<file path="src/rtl/md5_sched_if.sv">
// Client and core bus bundle for md5_sched. The master modport is the
// scheduler side; the slave modport is the requesters plus md5 core side.
interface md5_sched_if #(
  parameter int N    = 4,
  parameter int ID_W = 2
);
  logic [N-1:0]       req_valid;
  logic [128*N-1:0]   req_data;
  logic [N-1:0]       req_ready;
  logic [N-1:0]       resp_valid;
  logic [N-1:0]       resp_ready;
  logic [127:0]       resp_data;
  logic               resp_err;
  logic [ID_W-1:0]    gnt_id;
  logic               busy;
  logic [127:0]       core_in;
  logic               core_in_valid;
  logic               core_ready;
  logic [127:0]       core_out;
  logic               core_out_valid;

  modport master (
    input  req_valid, req_data, resp_ready, core_ready, core_out, core_out_valid,
    output req_ready, resp_valid, resp_data, resp_err, gnt_id, busy,
           core_in, core_in_valid
  );

  modport slave (
    output req_valid, req_data, resp_ready, core_ready, core_out, core_out_valid,
    input  req_ready, resp_valid, resp_data, resp_err, gnt_id, busy,
           core_in, core_in_valid
  );
endinterface

</file>
<file path="src/rtl/md5_sched.sv">
// Round-robin scheduler sharing one md5 core among N requesters, one job in flight.
// Optional WAIT watchdog enabled by defining MD5_SCHED_TIMEOUT_EN.
module md5_sched #(
  parameter int N       = 4,
  parameter int ID_W    = 2,
  parameter int TIMEOUT = 128
) (
  input logic         clk,
  input logic         rst_n,
  md5_sched_if.master bus
);
  localparam int NP = 2**ID_W;

  typedef enum logic [1:0] {IDLE, ISSUE, WAIT, RESP} state_t;

  state_t          r_state;
  state_t          w_nextState;
  logic [ID_W-1:0] r_rrPtr;
  logic [ID_W-1:0] r_gntId;
  logic [ID_W-1:0] w_winner;
  logic [ID_W-1:0] w_nextPtr;
  logic [127:0]    r_blk;
  logic [127:0]    r_res;
  logic [127:0]    w_winData;
  logic            r_err;
  logic            w_found;
  logic            w_respAccept;
  logic            w_timeout;
  logic [NP-1:0]   w_reqPad;
  logic [NP-1:0]   w_respReadyPad;

  assign w_reqPad       = NP'(bus.req_valid);
  assign w_respReadyPad = NP'(bus.resp_ready);
  assign w_respAccept   = (r_state == RESP) && w_respReadyPad[r_gntId];
  assign w_nextPtr      = (r_gntId == ID_W'(N - 1)) ? '0 : r_gntId + ID_W'(1);

  // Search starts at the round-robin pointer and wraps explicitly at N.
  always_comb begin
    int idx;
    idx      = 0;
    w_found  = 1'b0;
    w_winner = '0;
    for (int k = 0; k < N; k++) begin
      idx = int'(r_rrPtr) + k;
      if (idx >= N) idx = idx - N;
      if (!w_found && w_reqPad[ID_W'(idx)]) begin
        w_found  = 1'b1;
        w_winner = ID_W'(idx);
      end
    end
  end

  always_comb begin
    w_winData = '0;
    for (int k = 0; k < N; k++) begin
      if (w_winner == ID_W'(k)) w_winData = bus.req_data[128*k +: 128];
    end
  end

`ifdef MD5_SCHED_TIMEOUT_EN
  localparam int CW = $clog2(TIMEOUT + 1);
  logic [CW-1:0] r_waitCnt;

  always_ff @(posedge clk or negedge rst_n) begin
    if (!rst_n)                r_waitCnt <= '0;
    else if (r_state == WAIT)  r_waitCnt <= r_waitCnt + CW'(1);
    else                       r_waitCnt <= '0;
  end

  assign w_timeout    = (r_state == WAIT) && (r_waitCnt == CW'(TIMEOUT - 1));
  assign bus.resp_err = (r_state == RESP) && r_err;
`else
  logic w_unused;
  assign w_unused     = r_err | (TIMEOUT > 0);
  assign w_timeout    = 1'b0;
  assign bus.resp_err = 1'b0;
`endif

  always_ff @(posedge clk or negedge rst_n) begin
    if (!rst_n) r_state <= IDLE;
    else        r_state <= w_nextState;
  end

  always_comb begin
    w_nextState = r_state;
    case (r_state)
      IDLE:    if (w_found) w_nextState = ISSUE;
      ISSUE:   if (bus.core_ready) w_nextState = WAIT;
      WAIT:    if (bus.core_out_valid || w_timeout) w_nextState = RESP;
      RESP:    if (w_respAccept) w_nextState = IDLE;
      default: w_nextState = IDLE;
    endcase
  end

  always_ff @(posedge clk or negedge rst_n) begin
    if (!rst_n) begin
      r_rrPtr <= '0;
      r_gntId <= '0;
      r_blk   <= '0;
      r_res   <= '0;
      r_err   <= 1'b0;
    end else begin
      if (r_state == IDLE && w_found) begin
        r_blk   <= w_winData;
        r_gntId <= w_winner;
      end
      // A real result beats a watchdog expiry landing in the same cycle.
      if (r_state == WAIT) begin
        if (bus.core_out_valid) begin
          r_res <= bus.core_out;
          r_err <= 1'b0;
        end else if (w_timeout) begin
          r_res <= '0;
          r_err <= 1'b1;
        end
      end
      if (w_respAccept) r_rrPtr <= w_nextPtr;
    end
  end

  // req_ready is also gated by reset so every output reads 0 while rst_n is low.
  always_comb begin
    bus.req_ready  = '0;
    bus.resp_valid = '0;
    for (int k = 0; k < N; k++) begin
      bus.req_ready[k]  = rst_n && (r_state == IDLE) && w_found && (w_winner == ID_W'(k));
      bus.resp_valid[k] = (r_state == RESP) && (r_gntId == ID_W'(k));
    end
  end

  assign bus.core_in_valid = (r_state == ISSUE);
  assign bus.core_in       = (r_state == ISSUE) ? r_blk : '0;
  assign bus.resp_data     = r_res;
  assign bus.gnt_id        = r_gntId;
  assign bus.busy          = (r_state != IDLE);
endmodule

</file>
<file path="src/flat_wrapper.sv">
// flat-port wrapper written by rule: the top's interface ports become plain ports
module md5_sched_flat 
#(
  parameter int N       = 4,
  parameter int ID_W    = 2,
  parameter int TIMEOUT = 128
)
  (clk, rst_n, bus_req_valid, bus_req_data, bus_resp_ready, bus_core_ready, bus_core_out, bus_core_out_valid, bus_req_ready, bus_resp_valid, bus_resp_data, bus_resp_err, bus_gnt_id, bus_busy, bus_core_in, bus_core_in_valid);
  md5_sched_if #(.N(N), .ID_W(ID_W)) bus_i ();
  input logic clk;
  input logic rst_n;
  input wire logic [$bits(bus_i.req_valid)-1:0] bus_req_valid;
  input wire logic [$bits(bus_i.req_data)-1:0] bus_req_data;
  input wire logic [$bits(bus_i.resp_ready)-1:0] bus_resp_ready;
  input wire logic [$bits(bus_i.core_ready)-1:0] bus_core_ready;
  input wire logic [$bits(bus_i.core_out)-1:0] bus_core_out;
  input wire logic [$bits(bus_i.core_out_valid)-1:0] bus_core_out_valid;
  output wire logic [$bits(bus_i.req_ready)-1:0] bus_req_ready;
  output wire logic [$bits(bus_i.resp_valid)-1:0] bus_resp_valid;
  output wire logic [$bits(bus_i.resp_data)-1:0] bus_resp_data;
  output wire logic [$bits(bus_i.resp_err)-1:0] bus_resp_err;
  output wire logic [$bits(bus_i.gnt_id)-1:0] bus_gnt_id;
  output wire logic [$bits(bus_i.busy)-1:0] bus_busy;
  output wire logic [$bits(bus_i.core_in)-1:0] bus_core_in;
  output wire logic [$bits(bus_i.core_in_valid)-1:0] bus_core_in_valid;
  assign bus_i.req_valid = bus_req_valid;
  assign bus_i.req_data = bus_req_data;
  assign bus_i.resp_ready = bus_resp_ready;
  assign bus_i.core_ready = bus_core_ready;
  assign bus_i.core_out = bus_core_out;
  assign bus_i.core_out_valid = bus_core_out_valid;
  assign bus_req_ready = bus_i.req_ready;
  assign bus_resp_valid = bus_i.resp_valid;
  assign bus_resp_data = bus_i.resp_data;
  assign bus_resp_err = bus_i.resp_err;
  assign bus_gnt_id = bus_i.gnt_id;
  assign bus_busy = bus_i.busy;
  assign bus_core_in = bus_i.core_in;
  assign bus_core_in_valid = bus_i.core_in_valid;
  md5_sched #(.N(N), .ID_W(ID_W), .TIMEOUT(TIMEOUT)) u_core (.clk(clk), .rst_n(rst_n), .bus(bus_i));
endmodule
</file>
<file path="config.mk">
export PLATFORM = sky130hd
export DESIGN_NAME = md5_sched_flat
export DESIGN_NICKNAME = d
export VERILOG_FILES = /design/src/rtl/md5_sched_if.sv /design/src/rtl/md5_sched.sv /design/src/flat_wrapper.sv
export SDC_FILE = /design/constraint.sdc
export NUM_CORES = 1
export LEC_CHECK = 0
export ABC_CLOCK_PERIOD_IN_PS = 3400
export BUFFER_PORTS_ARGS = -buffer_cell sky130_fd_sc_hd__clkbuf_2
export CAP_MARGIN = 20
export CORE_AREA = 2 2 361 363
export CTS_CLUSTER_DIAMETER = 200
export DETAILED_ROUTE_END_ITERATION = 12
export DIE_AREA = 0 0 363 365
export GPL_TIMING_DRIVEN = 0
export PLACE_DENSITY = 0.36
export SLEW_MARGIN = 20
export SYNTH_ARGS = -nofsm -noshare
export SYNTH_HDL_FRONTEND = slang
export SYNTH_SLANG_ARGS = --single-unit
</file>
<file path="constraint.sdc">
create_clock -name clk -period 3.4 [get_ports clk]
set_clock_uncertainty 0.1 [all_clocks]
set_input_delay 0.68 -clock clk [delete_from_list [all_inputs] [get_ports clk]]
set_output_delay 0.68 -clock clk [all_outputs]
set_load 0.005 [all_outputs]
</file>
==> flow_summary.html, run 1 <==
<table>
<tr><th>Metric</th><th>Value</th></tr>
<tr><th colspan="2">GRT</th></tr>
<tr><td>Busiest layer in global routing</td><td>met2</td></tr>
<tr><td>Initial antenna violation count</td><td>60</td></tr>
<tr><td>Met3 usage in global routing</td><td>0.0657</td></tr>
<tr><td>Met1 usage</td><td>0.184</td></tr>
<tr><td>Via count of the first global-routing pass</td><td>17000</td></tr>
<tr><td>All-layer global routing usage</td><td>0.163</td></tr>
<tr><td>Met2 Usage GRT</td><td>0.278</td></tr>
<tr><td>GRT Residual Overflow</td><td>0</td></tr>
<tr><td>First-pass GRT wire length</td><td>147 mm</td></tr>
<tr><td>Pin count of the biggest net entering global routing</td><td>76</td></tr>
<tr><th colspan="2">Worst setup path</th></tr>
<tr><td>Highest net fanout along the worst path</td><td>10</td></tr>
<tr><td>Critical path data required time</td><td>2.62 ns</td></tr>
<tr><td>Crit path DAT</td><td>2.49 ns</td></tr>
<tr><td>Element type at the critical path start</td><td>register</td></tr>
<tr><td>Category of the most critical setup path</td><td>register to output pin</td></tr>
<tr><td>Crit end category</td><td>output pin</td></tr>
<tr><th colspan="2">Logic synthesis</th></tr>
<tr><td>Cell type with the highest aggregate area in the netlist</td><td>sky130_fd_sc_hd__dfrtp_1</td></tr>
<tr><td>Number of enable-type register cells in the synthesized netlist</td><td>0</td></tr>
<tr><td>Library cell with the highest instance count after synthesis</td><td>sky130_fd_sc_hd__dfrtp_1</td></tr>
<tr><td>Share of synthesized flip-flops with an asynchronous set or reset</td><td>1.00</td></tr>
<tr><td>Instance count of the mapped netlist</td><td>1518</td></tr>
<tr><td>Distinct cell type count after synthesis</td><td>37</td></tr>
<tr><td>Top cells by instance count after synthesis</td><td>sky130_fd_sc_hd__dfrtp_1 (262), sky130_fd_sc_hd__nand2_1 (136), sky130_fd_sc_hd__and2_1 (132)</td></tr>
<tr><td>Post-synthesis cell area</td><td>0.0157 sq mm</td></tr>
<tr><td>Leading post-synthesis cells by cell area</td><td>sky130_fd_sc_hd__dfrtp_1 (42%), sky130_fd_sc_hd__mux2_2 (9.3%), sky130_fd_sc_hd__mux2i_1 (8.2%)</td></tr>
<tr><td>Synthesized area divided by synthesized cell count</td><td>10.3 sq um</td></tr>
<tr><td>Flip-flop cell with the highest count after synthesis</td><td>sky130_fd_sc_hd__dfrtp_1</td></tr>
<tr><td>FF+latch count, synth</td><td>262</td></tr>
<tr><td>Area fraction of the dominant cell type after synthesis</td><td>0.418</td></tr>
<tr><td>Portion of the post-synthesis area used by sequential elements</td><td>0.418</td></tr>
<tr><td>Net Count, Synth</td><td>2178</td></tr>
<tr><td>Warnings from Yosys</td><td>0</td></tr>
<tr><th colspan="2">Timing</th></tr>
<tr><td>Time the final worst path needs with I/O delays and setup</td><td>3.27 ns</td></tr>
<tr><td>Number of pins with negative max-slew slack in the final report</td><td>0</td></tr>
<tr><td>Final Hold Fails</td><td>0</td></tr>
<tr><td>Accumulated negative setup slack</td><td>0 ns</td></tr>
<tr><td>Tightest Pin Transition</td><td>0.983 ns</td></tr>
<tr><td>Setup-failing EPs final</td><td>0</td></tr>
<tr><td>RSZ-0062 raised after global routing</td><td>no</td></tr>
<tr><td>Worst hold slack</td><td>0.194 ns</td></tr>
<tr><td>Final critical-path share of the clock period</td><td>0.961</td></tr>
<tr><td>FMAX</td><td>306 MHz</td></tr>
<tr><td>Max-Slew Margin vs Limit</td><td>0.345</td></tr>
<tr><th colspan="2">Route</th></tr>
<tr><td>Number of routed nets with antenna violations</td><td>0</td></tr>
<tr><td>Average routed wire per standard cell</td><td>27.0 um</td></tr>
<tr><td>Total number of vias</td><td>16700</td></tr>
<tr><td>Post-Route WL</td><td>114 mm</td></tr>
<tr><td>Vias per cell</td><td>3.98</td></tr>
<tr><td>Number of remaining DRC errors</td><td>0</td></tr>
<tr><td>Iteration count of the initial detailed-routing pass</td><td>7</td></tr>
<tr><td>Violation count after the first detailed-routing iteration</td><td>1065</td></tr>
<tr><th colspan="2">Floorplan</th></tr>
<tr><td>Initial standard-cell utilization of the core</td><td>0.122</td></tr>
<tr><td>Placeable core region</td><td>0.129 sq mm</td></tr>
<tr><td>Count of boundary I/O pins</td><td>921</td></tr>
<tr><td># rows</td><td>132</td></tr>
<tr><td>Die Height</td><td>365 um</td></tr>
<tr><td>Full die area</td><td>0.132 sq mm</td></tr>
<tr><td>Width of the chip</td><td>363 um</td></tr>
<tr><th colspan="2">Hold path</th></tr>
<tr><td>Type of the most critical hold path</td><td>primary input to register</td></tr>
<tr><th colspan="2">Placement</th></tr>
<tr><td>Global placer's final weighted congestion</td><td>0.842</td></tr>
<tr><td>Count of input and output buffers</td><td>919</td></tr>
<tr><td>Detailed-placement wirelength estimate</td><td>92.5 mm</td></tr>
<tr><th colspan="2">Pwr</th></tr>
<tr><td>Maximum vdd ir drop</td><td>0.000471 V</td></tr>
<tr><td>Power per cell area</td><td>858 mW/mm^2</td></tr>
<tr><td>LEAKAGE</td><td>11.6 nW</td></tr>
<tr><td>Total power</td><td>0.0207 W</td></tr>
<tr><th colspan="2">Clocking</th></tr>
<tr><td>Source-to-sink clock delay at the later pin of the worst-skew pair</td><td>0.61 ns</td></tr>
<tr><td>Clock tree from TritonCTS</td><td>built</td></tr>
<tr><td>Clock input transition at the sequential cells of the worst setup and hold paths</td><td>0.06 ns</td></tr>
<tr><td>Number of buffers added by the clock tree synthesis step</td><td>41</td></tr>
<tr><td>Clock sinks</td><td>262</td></tr>
<tr><td>Worst-case clock buffer depth</td><td>3</td></tr>
<tr><td>Cell chosen for the clock root</td><td>sky130_fd_sc_hd__clkbuf_16</td></tr>
<tr><td>CTS HTree Levels</td><td>2</td></tr>
<tr><th colspan="2">Finish</th></tr>
<tr><td>Ratio of cells with drive above 1 in the final layout</td><td>0.500</td></tr>
<tr><td>Layout Area Growth over Synthesis</td><td>53.8%</td></tr>
<tr><td>Final-stage net count</td><td>3146</td></tr>
<tr><th colspan="2">Flow run</th></tr>
<tr><td>Max cap viols</td><td>0</td></tr>
<tr><th colspan="2">Run status</th></tr>
<tr><td>Run status</td><td>finished, final reports clean</td></tr>
</table>
[kinds of logic (layout without fill, tap and decap cells)]
group	count (synthesis)	in the layout	synth area share
compound gates	396	396	0.205
fa+ha+maj	8	8	0.00638
buf+inv	178	1175	0.0497
flops	262	262	0.418
mux	259	259	0.176
other cells	1	14	0.000239
simple gates	414	414	0.144
[through the flow]
step | area [sq um] | instances | worst slack, ns | util
2_1_floorplan | 15700 | 1518 | 0.874 | -
3_3_place_gp | 22400 | 4112 | -5.57 | 0.174
3_5_place_dp | 22500 | 4117 | -0.425 | 0.175
4_1_cts | 24100 | 4191 | 0.0202 | 0.187
5_1_grt | 24100 | 4193 | 0.0209 | 0.187
6_report | 24100 | 4203 | 0.134 | 0.187
[registers in the layout (all words and copies together) (netlist names)]
signal / flops
u_core.bus.resp_data: 128
u_core.r_blk: 128
u_core.bus.gnt_id: 2
u_core.r_rrPtr: 2
u_core.r_state: 2
[what timing repair did]
| item | 4_1_cts | 5_1_grt |
|---|---|---|
| endpoints found under the setup margin | 125 | 8 |
| pin swaps | 2 | 0 |
| resized for setup | 20 | 5 |
| buffers inserted | 3 | 0 |
| hold buffers | 1 | 0 |
| gates cloned | 0 | 1 |
| hold endpoints to repair | 9 | 0 |
[metal layers]
| layer | vias up | part of all wire |
|---|---|---|
| li1 | 7621 | - |
| met1 | 8076 | 0.37 |
| met2 | 761 | 0.48 |
| met3 | 207 | 0.11 |
| met4 | 72 | 0.035 |
| met5 | - | 0.0039 |
[area by class of cell]
type / instances / area [sq um]
fillers: 14600 / 105000
plain buffers: 165 / 769
clock inverters: 15 / 262
repair buffers: 929 / 4810
inverters: 9 / 33.8
multi-input cells: 1078 / 8350
well taps: 1675 / 2100
clock buffers: 57 / 1210
flip-flops and latches: 262 / 6560
diodes: 13 / 32.5
[placed cells by master (no fill, tap or decap), drive strengths merged, types with 2 or more instances in the layout]
cell type	n
mux2	129
nand4	128
diode	13
buf	75
nor2	4
or2	3
nand2	136
ha	8
inv	9
bufinv	5
clkbuf	1075
clkinvlp	3
o21ai	4
mux2i	129
o211ai	128
a21o	129
dfrtp	262
a21oi	2
o31ai	129
clkinv	7
and2	132
nand2b	3
nor3	5
[final timing paths]
check                                  start                  endpoint  slack, ns  cells after the start
min reg2reg                 u_core.r_blk[71]          u_core.r_blk[71]       0.38                      2
min                         bus_core_out[18]  u_core.bus.resp_data[18]       0.19                      2
max in group asynchronous              rst_n  u_core.bus.resp_data[29]       1.65                      4
max reg2reg                u_core.r_rrPtr[1]          u_core.r_blk[87]       0.19                      7
max                        u_core.r_state[1]           bus_core_in[86]       0.13                      6
min in group asynchronous              rst_n          u_core.r_blk[60]       0.43                      2
[worst max-delay path: stages, from the launching register on]
cell and delay [ns]:
sky130_fd_sc_hd__dfrtp_1 0.39, sky130_fd_sc_hd__inv_1 0.11, sky130_fd_sc_hd__ha_2 0.28, sky130_fd_sc_hd__clkbuf_8 0.28
sky130_fd_sc_hd__clkbuf_4 0.33, sky130_fd_sc_hd__and2_1 0.30, sky130_fd_sc_hd__clkbuf_2 0.21
[report_power, final]
group | leakage (nW) | switching (W) | total [W] | internal (W)
sequential | 3.18 | 0.000848 | 0.00555 | 0.00470
combinational | 7.74 | 0.00635 | 0.0104 | 0.00409
clock | 0.709 | 0.00184 | 0.00470 | 0.00287
Power figures use the tool's default switching activity.
==> run 2: changes to the inputs <==
Settings changed: ABC_CLOCK_PERIOD_IN_PS 3400 to 3050.
Clock period 3.4 ns to 3.05 ns, I/O delays scaled along.
==> run 2 against run 1 <==
Against the previous run:
- combinational power is 14% higher
- cell area increased by 0.99%
- wire length is 0.14% higher
- sequential share of layout area shrank 0.26 points
==> flow_summary.html, run 2 (same netlist as run 1, synthesis figures left out) <==
<table>
<tr><th>Metric</th><th>Value</th></tr>
<tr><th colspan="2">Floorplan</th></tr>
<tr><td>Placeable core region</td><td>0.129 sq mm</td></tr>
<tr><td>Full die area</td><td>0.132 sq mm</td></tr>
<tr><td>Die Height</td><td>365 um</td></tr>
<tr><td># rows</td><td>132</td></tr>
<tr><td>Count of boundary I/O pins</td><td>921</td></tr>
<tr><td>Initial standard-cell utilization of the core</td><td>0.122</td></tr>
<tr><td>Width of the chip</td><td>363 um</td></tr>
<tr><th colspan="2">Finish</th></tr>
<tr><td>Final standard cell count with taps included and fillers excluded</td><td>4208</td></tr>
<tr><td>Most common library cell in the layout ignoring fill and taps</td><td>sky130_fd_sc_hd__clkbuf_2</td></tr>
<tr><td>Ratio of cells with drive above 1 in the final layout</td><td>0.507</td></tr>
<tr><td>FF/Latch Area</td><td>0.00656 sq mm</td></tr>
<tr><td>Fill cell count</td><td>14600</td></tr>
<tr><td>Area of the multi-input gates</td><td>0.00843 sq mm</td></tr>
<tr><td>Final-stage net count</td><td>3154</td></tr>
<tr><td>Layout Area Growth over Synthesis</td><td>55.4%</td></tr>
<tr><td>Commonest non-fill, non-tap cells in the layout</td><td>sky130_fd_sc_hd__clkbuf_2 (923), sky130_fd_sc_hd__dfrtp_1 (261), sky130_fd_sc_hd__nand2_1 (135), sky130_fd_sc_hd__and2_1 (130)</td></tr>
<tr><td>Summed area of non-filler cells in the final layout</td><td>0.0244 sq mm</td></tr>
<tr><th colspan="2">Worst setup path</th></tr>
<tr><td>Highest net fanout along the worst path</td><td>46</td></tr>
<tr><td>Number of buffer and inverter instances along the worst setup path</td><td>4</td></tr>
<tr><td>Crit path DAT</td><td>2.28 ns</td></tr>
<tr><td>R2r endpoint</td><td>u_core.r_blk[11]</td></tr>
<tr><td>Critical path data required time</td><td>2.34 ns</td></tr>
<tr><td>Slowest stage cell, crit path</td><td>sky130_fd_sc_hd__dlygate4sd3_1</td></tr>
<tr><td>Worst path cell trace</td><td>dlygate4sd3_1 &gt; clkbuf_8 &gt; buf_16 &gt; nand2_2 &gt; nor3_4 &gt; buf_8</td></tr>
<tr><td>Top Family by Delay on Critical Path</td><td>buffers and inverters</td></tr>
<tr><td>Source of the worst register-to-register timing path</td><td>u_core.r_rrPtr[1]</td></tr>
<tr><td>Crit path depth</td><td>6</td></tr>
<tr><td>Slack of the worst reg-to-reg path</td><td>0.08 ns</td></tr>
<tr><td>Crit end category</td><td>output pin</td></tr>
<tr><td>Element type at the critical path start</td><td>primary input</td></tr>
<tr><td>Category of the most critical setup path</td><td>primary input to output pin</td></tr>
<tr><td>R2r worst-path depth</td><td>8</td></tr>
<tr><td>Biggest cell delay along the critical path</td><td>0.55 ns</td></tr>
<tr><td>CP Launch Point</td><td>rst_n</td></tr>
<tr><td>End point of the critical path</td><td>bus_req_ready[0]</td></tr>
<tr><th colspan="2">Route</th></tr>
<tr><td>Average routed wire per standard cell</td><td>27.1 um</td></tr>
<tr><td>Number of remaining DRC errors</td><td>0</td></tr>
<tr><td>Vias per cell</td><td>3.99</td></tr>
<tr><td>Violation count after the first detailed-routing iteration</td><td>1073</td></tr>
<tr><td>Iteration count of the initial detailed-routing pass</td><td>8</td></tr>
<tr><td>Number of routed nets with antenna violations</td><td>0</td></tr>
<tr><td>Post-Route WL</td><td>114 mm</td></tr>
<tr><td>Total number of vias</td><td>16800</td></tr>
<tr><th colspan="2">Hold path</th></tr>
<tr><td>Type of the most critical hold path</td><td>primary input to register</td></tr>
<tr><td>Worst hold path startpoint</td><td>bus_core_out[18]</td></tr>
<tr><th colspan="2">Clocking</th></tr>
<tr><td>Cell chosen for the clock root</td><td>sky130_fd_sc_hd__clkbuf_16</td></tr>
<tr><td>Clock sinks</td><td>262</td></tr>
<tr><td>Number of buffers added by the clock tree synthesis step</td><td>41</td></tr>
<tr><td>Source-to-sink clock delay at the later pin of the worst-skew pair</td><td>0.61 ns</td></tr>
<tr><td>Worst-case clock buffer depth</td><td>3</td></tr>
<tr><td>CTS HTree Levels</td><td>2</td></tr>
<tr><td>Clock tree from TritonCTS</td><td>built</td></tr>
<tr><td>Clock input transition at the sequential cells of the worst setup and hold paths</td><td>0.06 ns</td></tr>
<tr><th colspan="2">Timing</th></tr>
<tr><td>Number of pins with negative max-slew slack in the final report</td><td>0</td></tr>
<tr><td>Final critical-path share of the clock period</td><td>0.980</td></tr>
<tr><td>Final Hold Fails</td><td>0</td></tr>
<tr><td>Setup-failing EPs final</td><td>0</td></tr>
<tr><td>Tightest Pin Transition</td><td>0.996 ns</td></tr>
<tr><td>FMAX</td><td>335 MHz</td></tr>
<tr><td>Time the final worst path needs with I/O delays and setup</td><td>2.99 ns</td></tr>
<tr><td>Accumulated negative setup slack</td><td>0 ns</td></tr>
<tr><td>Max-Slew Margin vs Limit</td><td>0.336</td></tr>
<tr><th colspan="2">GRT</th></tr>
<tr><td>First-pass GRT wire length</td><td>147 mm</td></tr>
<tr><td>Pin count of the biggest net entering global routing</td><td>76</td></tr>
<tr><td>All-layer global routing usage</td><td>0.163</td></tr>
<tr><td>Via count of the first global-routing pass</td><td>17000</td></tr>
<tr><td>Initial antenna violation count</td><td>60</td></tr>
<tr><td>GRT Residual Overflow</td><td>0</td></tr>
<tr><th colspan="2">Placement</th></tr>
<tr><td>Detailed-placement wirelength estimate</td><td>92.5 mm</td></tr>
<tr><td>Number of cells in the design after placement</td><td>4117</td></tr>
<tr><td>Post-Place Cell Area</td><td>0.0225 sq mm</td></tr>
<tr><td>Global placer's final weighted congestion</td><td>0.842</td></tr>
<tr><td>Count of input and output buffers</td><td>919</td></tr>
<tr><th colspan="2">Pwr</th></tr>
<tr><td>Maximum vdd ir drop</td><td>0.000526 V</td></tr>
<tr><td>LEAKAGE</td><td>11.7 nW</td></tr>
<tr><td>Power per cell area</td><td>957 mW/mm^2</td></tr>
<tr><th colspan="2">Run status</th></tr>
<tr><td>Run status</td><td>finished, final reports clean</td></tr>
<tr><th colspan="2">Flow run</th></tr>
<tr><td>Max cap viols</td><td>0</td></tr>
</table>
==> run 2: changes by cell type in the layout (fill, tap and decap cells not counted), sizes merged <==
| cell | previous run | this run |
|---|---|---|
| clkdlybuf4s15 | 0 | 1 |
| clkbuf | 1075 | 1072 |
| diode | 13 | 10 |
| dlygate4sd3 | 1 | 2 |
| buf | 75 | 84 |
==> run 2: final cells by class <==
class | instances | share of cell area
well taps | 1675 | 0.0860
plain buffers | 168 | 0.0358
diodes | 10 | 0.00103
multi-input cells | 1078 | 0.346
flip-flops and latches | 262 | 0.269
repair buffers | 934 | 0.200
clock inverters | 15 | 0.0107
clock buffers | 57 | 0.0496
inverters | 9 | 0.00139
==> run 2: how the worst min path moves through the flow <==
stage,to,depth (start not counted)
2_1_floorplan,u_core.bus.gnt_id[0],0
3_3_place_gp,u_core.r_blk[88],2
3_5_place_dp,u_core.r_blk[115],2
4_1_cts,u_core.r_blk[63],1
5_1_grt,u_core.bus.resp_data[18],2
6_report,u_core.bus.resp_data[18],2
==> run 2: stage by stage <==
| step | setup WS (ns) | total power [W] | hold slack, ns | util |
|---|---|---|---|---|
| 3_3_place_gp | -5.85 | 0.0180 | 0.360 | 0.174 |
| 3_5_place_dp | -0.705 | 0.0180 | 0.364 | 0.175 |
| 4_1_cts | -0.0112 | 0.0237 | -0.284 | 0.188 |
| 5_1_grt | -0.00905 | 0.0248 | 0.0724 | 0.189 |
| 2_1_floorplan | 0.664 | 0.0120 | 0.214 | - |
| 6_report | 0.0618 | 0.0233 | 0.124 | 0.189 |
==> run 2: power by group <==
| group | switching [W] | internal (W) |
|---|---|---|
| clock | 0.00205 | 0.00320 |
| combinational | 0.00715 | 0.00474 |
| sequential | 0.000951 | 0.00524 |
==> run 2: per-layer routing <==
layer | global-route usage | vias up | share of wire
li1 | - | 7633 | -
met1 | 0.185 | 8119 | 0.38
met2 | 0.279 | 763 | 0.48
met3 | 0.0644 | 203 | 0.096
met4 | 0.0522 | 72 | 0.032
met5 | 0 | - | 0.0039
==> run 2: repair_timing <==
| action | in CTS | in global routing |
|---|---|---|
| setup endpoints to repair | 157 | 14 |
| buffers inserted | 7 | 0 |
| gates resized for setup | 53 | 21 |
| hold endpoints to repair | 9 | 9 |
| pin swaps | 3 | 3 |
==> run 3: changes to the inputs <==
Settings changed: ABC_CLOCK_PERIOD_IN_PS 3050 to 2600, PLACE_DENSITY 0.36 to 0.37.
Clock period 3.05 ns to 2.6 ns, I/O delays scaled along.
==> run 3 against run 2 <==
Against the previous run:
- the run now ends with setup timing left
- utilization rose by 1.3 points
- worst hold slack got worse by 0.064 ns
- non-clock buffer count rose by 27
- power rose by 27%
- critical endpoint unchanged
- worst setup slack got worse by 0.13 ns
- combinational power rose by 38%
- global-route usage fell by 0.072 points
- via count rose by 1.0%
- sequential share of layout area fell by 1.7 points
- count of clock-buffer cells in the layout fell by 1
- flip-flop and latch count did not move
- largest power group unchanged
- final cell count rose by 0.64%
==> flow_summary.html, run 3 (same netlist as run 1, synthesis figures left out) <==
<table>
<tr><th>Metric</th><th>Value</th></tr>
<tr><th colspan="2">Run status</th></tr>
<tr><td>Run status</td><td>finished, violations left</td></tr>
<tr><td>Violated checks</td><td>setup timing</td></tr>
<tr><th colspan="2">Placement</th></tr>
<tr><td>Detailed-placement wirelength estimate</td><td>90.6 mm</td></tr>
<tr><td>Count of input and output buffers</td><td>919</td></tr>
<tr><td>Number of cells in the design after placement</td><td>4118</td></tr>
<tr><td>Worst Setup Slack post-DPL</td><td>-0.746 ns</td></tr>
<tr><td>Global placer's final weighted congestion</td><td>0.841</td></tr>
<tr><th colspan="2">GRT</th></tr>
<tr><td>Met2 Usage GRT</td><td>0.277</td></tr>
<tr><td>First-pass GRT wire length</td><td>147 mm</td></tr>
<tr><td>Pin count of the biggest net entering global routing</td><td>76</td></tr>
<tr><td>Busiest layer in global routing</td><td>met2</td></tr>
<tr><td>Via count of the first global-routing pass</td><td>17200</td></tr>
<tr><td>Initial antenna violation count</td><td>61</td></tr>
<tr><td>Met1 usage</td><td>0.183</td></tr>
<tr><td>Met3 usage in global routing</td><td>0.0664</td></tr>
<tr><td>GRT Residual Overflow</td><td>0</td></tr>
<tr><td>All-layer global routing usage</td><td>0.162</td></tr>
<tr><th colspan="2">Finish</th></tr>
<tr><td>Most common library cell in the layout ignoring fill and taps</td><td>sky130_fd_sc_hd__clkbuf_2</td></tr>
<tr><td>Commonest non-fill, non-tap cells in the layout</td><td>sky130_fd_sc_hd__clkbuf_2 (841), sky130_fd_sc_hd__dfrtp_1 (260), sky130_fd_sc_hd__nand2_1 (135), sky130_fd_sc_hd__a21o_1 (129), sky130_fd_sc_hd__mux2_2 (129)</td></tr>
<tr><td>Final-stage net count</td><td>3179</td></tr>
<tr><td>Final standard cell count with taps included and fillers excluded</td><td>4235</td></tr>
<tr><td>FF/Latch Area</td><td>0.00656 sq mm</td></tr>
<tr><td>Ratio of cells with drive above 1 in the final layout</td><td>0.573</td></tr>
<tr><td>Fill cell count</td><td>14400</td></tr>
<tr><td>Layout Area Growth over Synthesis</td><td>66.1%</td></tr>
<tr><td>Area of the multi-input gates</td><td>0.00884 sq mm</td></tr>
<tr><td>Layout Utilization</td><td>0.202</td></tr>
<tr><th colspan="2">Worst setup path</th></tr>
<tr><td>Slack of the worst reg-to-reg path</td><td>0 ns</td></tr>
<tr><td>R2r worst-path depth</td><td>10</td></tr>
<tr><td>R2r endpoint</td><td>u_core.r_blk[114]</td></tr>
<tr><td>Category of the most critical setup path</td><td>register to output pin</td></tr>
<tr><td>Crit end category</td><td>output pin</td></tr>
<tr><td>Element type at the critical path start</td><td>register</td></tr>
<tr><td>Crit path DAT</td><td>2.05 ns</td></tr>
<tr><td>Number of buffer and inverter instances along the worst setup path</td><td>3</td></tr>
<tr><td>Worst path cell trace</td><td>mux2i_2 &gt; nor2_2 &gt; nor3_4 &gt; buf_12 &gt; buf_12 &gt; nor3_4 &gt; buf_8</td></tr>
<tr><td>Top Family by Delay on Critical Path</td><td>flip-flops</td></tr>
<tr><td>Critical path data required time</td><td>1.98 ns</td></tr>
<tr><td>Slowest stage cell, crit path</td><td>sky130_fd_sc_hd__dfrtp_2</td></tr>
<tr><td>Biggest cell delay along the critical path</td><td>0.42 ns</td></tr>
<tr><td>Highest net fanout along the worst path</td><td>5</td></tr>
<tr><td>Source of the worst register-to-register timing path</td><td>u_core.r_state[1]</td></tr>
<tr><th colspan="2">Hold path</th></tr>
<tr><td>Type of the most critical hold path</td><td>primary input to register</td></tr>
<tr><td>Number of instances on the worst hold path</td><td>2</td></tr>
<tr><td>Worst hold path startpoint</td><td>bus_core_out[60]</td></tr>
<tr><td>Worst Hold End</td><td>u_core.bus.resp_data[60]</td></tr>
<tr><th colspan="2">Route</th></tr>
<tr><td>Violation count after the first detailed-routing iteration</td><td>1041</td></tr>
<tr><td>Post-Route WL</td><td>113 mm</td></tr>
<tr><td>Vias per cell</td><td>4.00</td></tr>
<tr><td>Total number of vias</td><td>17000</td></tr>
<tr><td>Average routed wire per standard cell</td><td>26.7 um</td></tr>
<tr><td>Number of routed nets with antenna violations</td><td>0</td></tr>
<tr><td>Number of remaining DRC errors</td><td>0</td></tr>
<tr><td>Iteration count of the initial detailed-routing pass</td><td>5</td></tr>
<tr><th colspan="2">Timing</th></tr>
<tr><td>RSZ-0062 raised after global routing</td><td>yes</td></tr>
<tr><td>Max-Slew Margin vs Limit</td><td>0.452</td></tr>
<tr><td>FMAX</td><td>375 MHz</td></tr>
<tr><td>Setup-failing EPs final</td><td>10</td></tr>
<tr><td>Tightest Pin Transition</td><td>0.822 ns</td></tr>
<tr><td>Time the final worst path needs with I/O delays and setup</td><td>2.67 ns</td></tr>
<tr><td>Final critical-path share of the clock period</td><td>1.03</td></tr>
<tr><td>Worst path setup slack after routing</td><td>-0.0660 ns</td></tr>
<tr><td>Final Hold Fails</td><td>0</td></tr>
<tr><td>Number of pins with negative max-slew slack in the final report</td><td>0</td></tr>
<tr><td>Worst hold slack</td><td>0.0603 ns</td></tr>
<tr><th colspan="2">Pwr</th></tr>
<tr><td>Power per cell area</td><td>1140 mW/mm^2</td></tr>
<tr><td>LEAKAGE</td><td>12.4 nW</td></tr>
<tr><td>Logic pwr share</td><td>0.555</td></tr>
<tr><td>Sequential Power Share</td><td>0.251</td></tr>
<tr><td>Net Switching</td><td>0.0123 W</td></tr>
<tr><td>Internal Pwr Total</td><td>0.0172 W</td></tr>
<tr><td>Total power</td><td>0.0296 W</td></tr>
<tr><td>Net switching share of the total power</td><td>0.417</td></tr>
<tr><td>Power share of the clock group</td><td>0.193</td></tr>
<tr><td>Maximum vdd ir drop</td><td>0.000528 V</td></tr>
<tr><th colspan="2">Flow run</th></tr>
<tr><td>Max cap viols</td><td>0</td></tr>
<tr><th colspan="2">Floorplan</th></tr>
<tr><td>Initial standard-cell utilization of the core</td><td>0.122</td></tr>
<tr><td># rows</td><td>132</td></tr>
<tr><td>Placeable core region</td><td>0.129 sq mm</td></tr>
<tr><td>Count of boundary I/O pins</td><td>921</td></tr>
<tr><td>Width of the chip</td><td>363 um</td></tr>
<tr><td>Die Height</td><td>365 um</td></tr>
<tr><td>Full die area</td><td>0.132 sq mm</td></tr>
<tr><th colspan="2">Clocking</th></tr>
<tr><td>Worst-case clock buffer depth</td><td>3</td></tr>
<tr><td>Source-to-sink clock delay at the later pin of the worst-skew pair</td><td>0.58 ns</td></tr>
<tr><td>Clock sinks</td><td>262</td></tr>
<tr><td>Number of buffers added by the clock tree synthesis step</td><td>39</td></tr>
<tr><td>Clock input transition at the sequential cells of the worst setup and hold paths</td><td>0.06 ns</td></tr>
<tr><td>CTS HTree Levels</td><td>2</td></tr>
<tr><td>Cell chosen for the clock root</td><td>sky130_fd_sc_hd__clkbuf_16</td></tr>
<tr><td>Clock tree from TritonCTS</td><td>built</td></tr>
</table>
run 3: cell types whose count changed in the layout (fill, tap and decap cells not counted), moves of 5 or more:
cell,before,now
sky130_fd_sc_hd__buf_6,1,96
sky130_fd_sc_hd__mux2i_1,128,109
sky130_fd_sc_hd__buf_8,2,15
sky130_fd_sc_hd__clkbuf_16,43,57
sky130_fd_sc_hd__mux2i_2,0,15
sky130_fd_sc_hd__buf_4,15,27
sky130_fd_sc_hd__and2_1,130,24
sky130_fd_sc_hd__and2_4,0,108
sky130_fd_sc_hd__buf_1,11,5
sky130_fd_sc_hd__buf_12,3,9
sky130_fd_sc_hd__clkbuf_2,923,841
sky130_fd_sc_hd__clkbuf_1,82,62
sky130_fd_sc_hd__diode_2,10,15
sky130_fd_sc_hd__clkbuf_4,10,1
run 3: layer usage:
metal,routed length [um],share of wire
met2,54700,0.48
met4,3890,0.034
met5,332,0.0029
met3,11400,0.10
met1,42700,0.38
run 3: worst max-delay path by stage:
stage / from / cells after the start / endpoint
2_1_floorplan: bus_req_valid[0] / 6 / bus_req_ready[1]
3_3_place_gp: rst_n / 1 / u_core.bus.resp_data[15]
3_5_place_dp: bus_req_valid[2] / 8 / u_core.r_blk[107]
4_1_cts: u_core.r_rrPtr[1] / 7 / bus_req_ready[0]
5_1_grt: u_core.r_rrPtr[1] / 7 / bus_req_ready[0]
6_report: u_core.r_rrPtr[1] / 7 / bus_req_ready[0]
run 3: area by class of cell:
cell class	instances	area share
timing repair buffer	965	0.231
clock inverter	11	0.00764
inverter	9	0.00130
antenna	15	0.00144
multi-input combinational	1078	0.339
buffer	164	0.0432
tap	1675	0.0805
sequential	262	0.252
clock buffer	56	0.0438
run 3: what timing repair did:
action / CTS / global route
pin swaps: 9 / 6
endpoints found under the hold margin: 139 / 0
cloned: 12 / 1
hold buffers: 5 / 0
resized for setup: 243 / 253
setup endpoints to repair: 373 / 276
buffers inserted: 17 / 7
run 3: through the flow:
stage	instance area, sq um	TNS (ns)
2_1_floorplan	15700	0
3_3_place_gp	22400	-1812.44
3_5_place_dp	22500	-104.65
4_1_cts	25200	-11.48
5_1_grt	26000	-6.98
6_report	26000	-0.266
run 3: power by group through the flow:
stage / sequential (W) / combinational, W / clock (W)
2_1_floorplan: 0.00709 / 0.00700 / 0
3_3_place_gp: 0.00740 / 0.0136 / 0
3_5_place_dp: 0.00741 / 0.0137 / 0
4_1_cts: 0.00740 / 0.0158 / 0.00593
5_1_grt: 0.00765 / 0.0175 / 0.00608
6_report: 0.00743 / 0.0164 / 0.00572
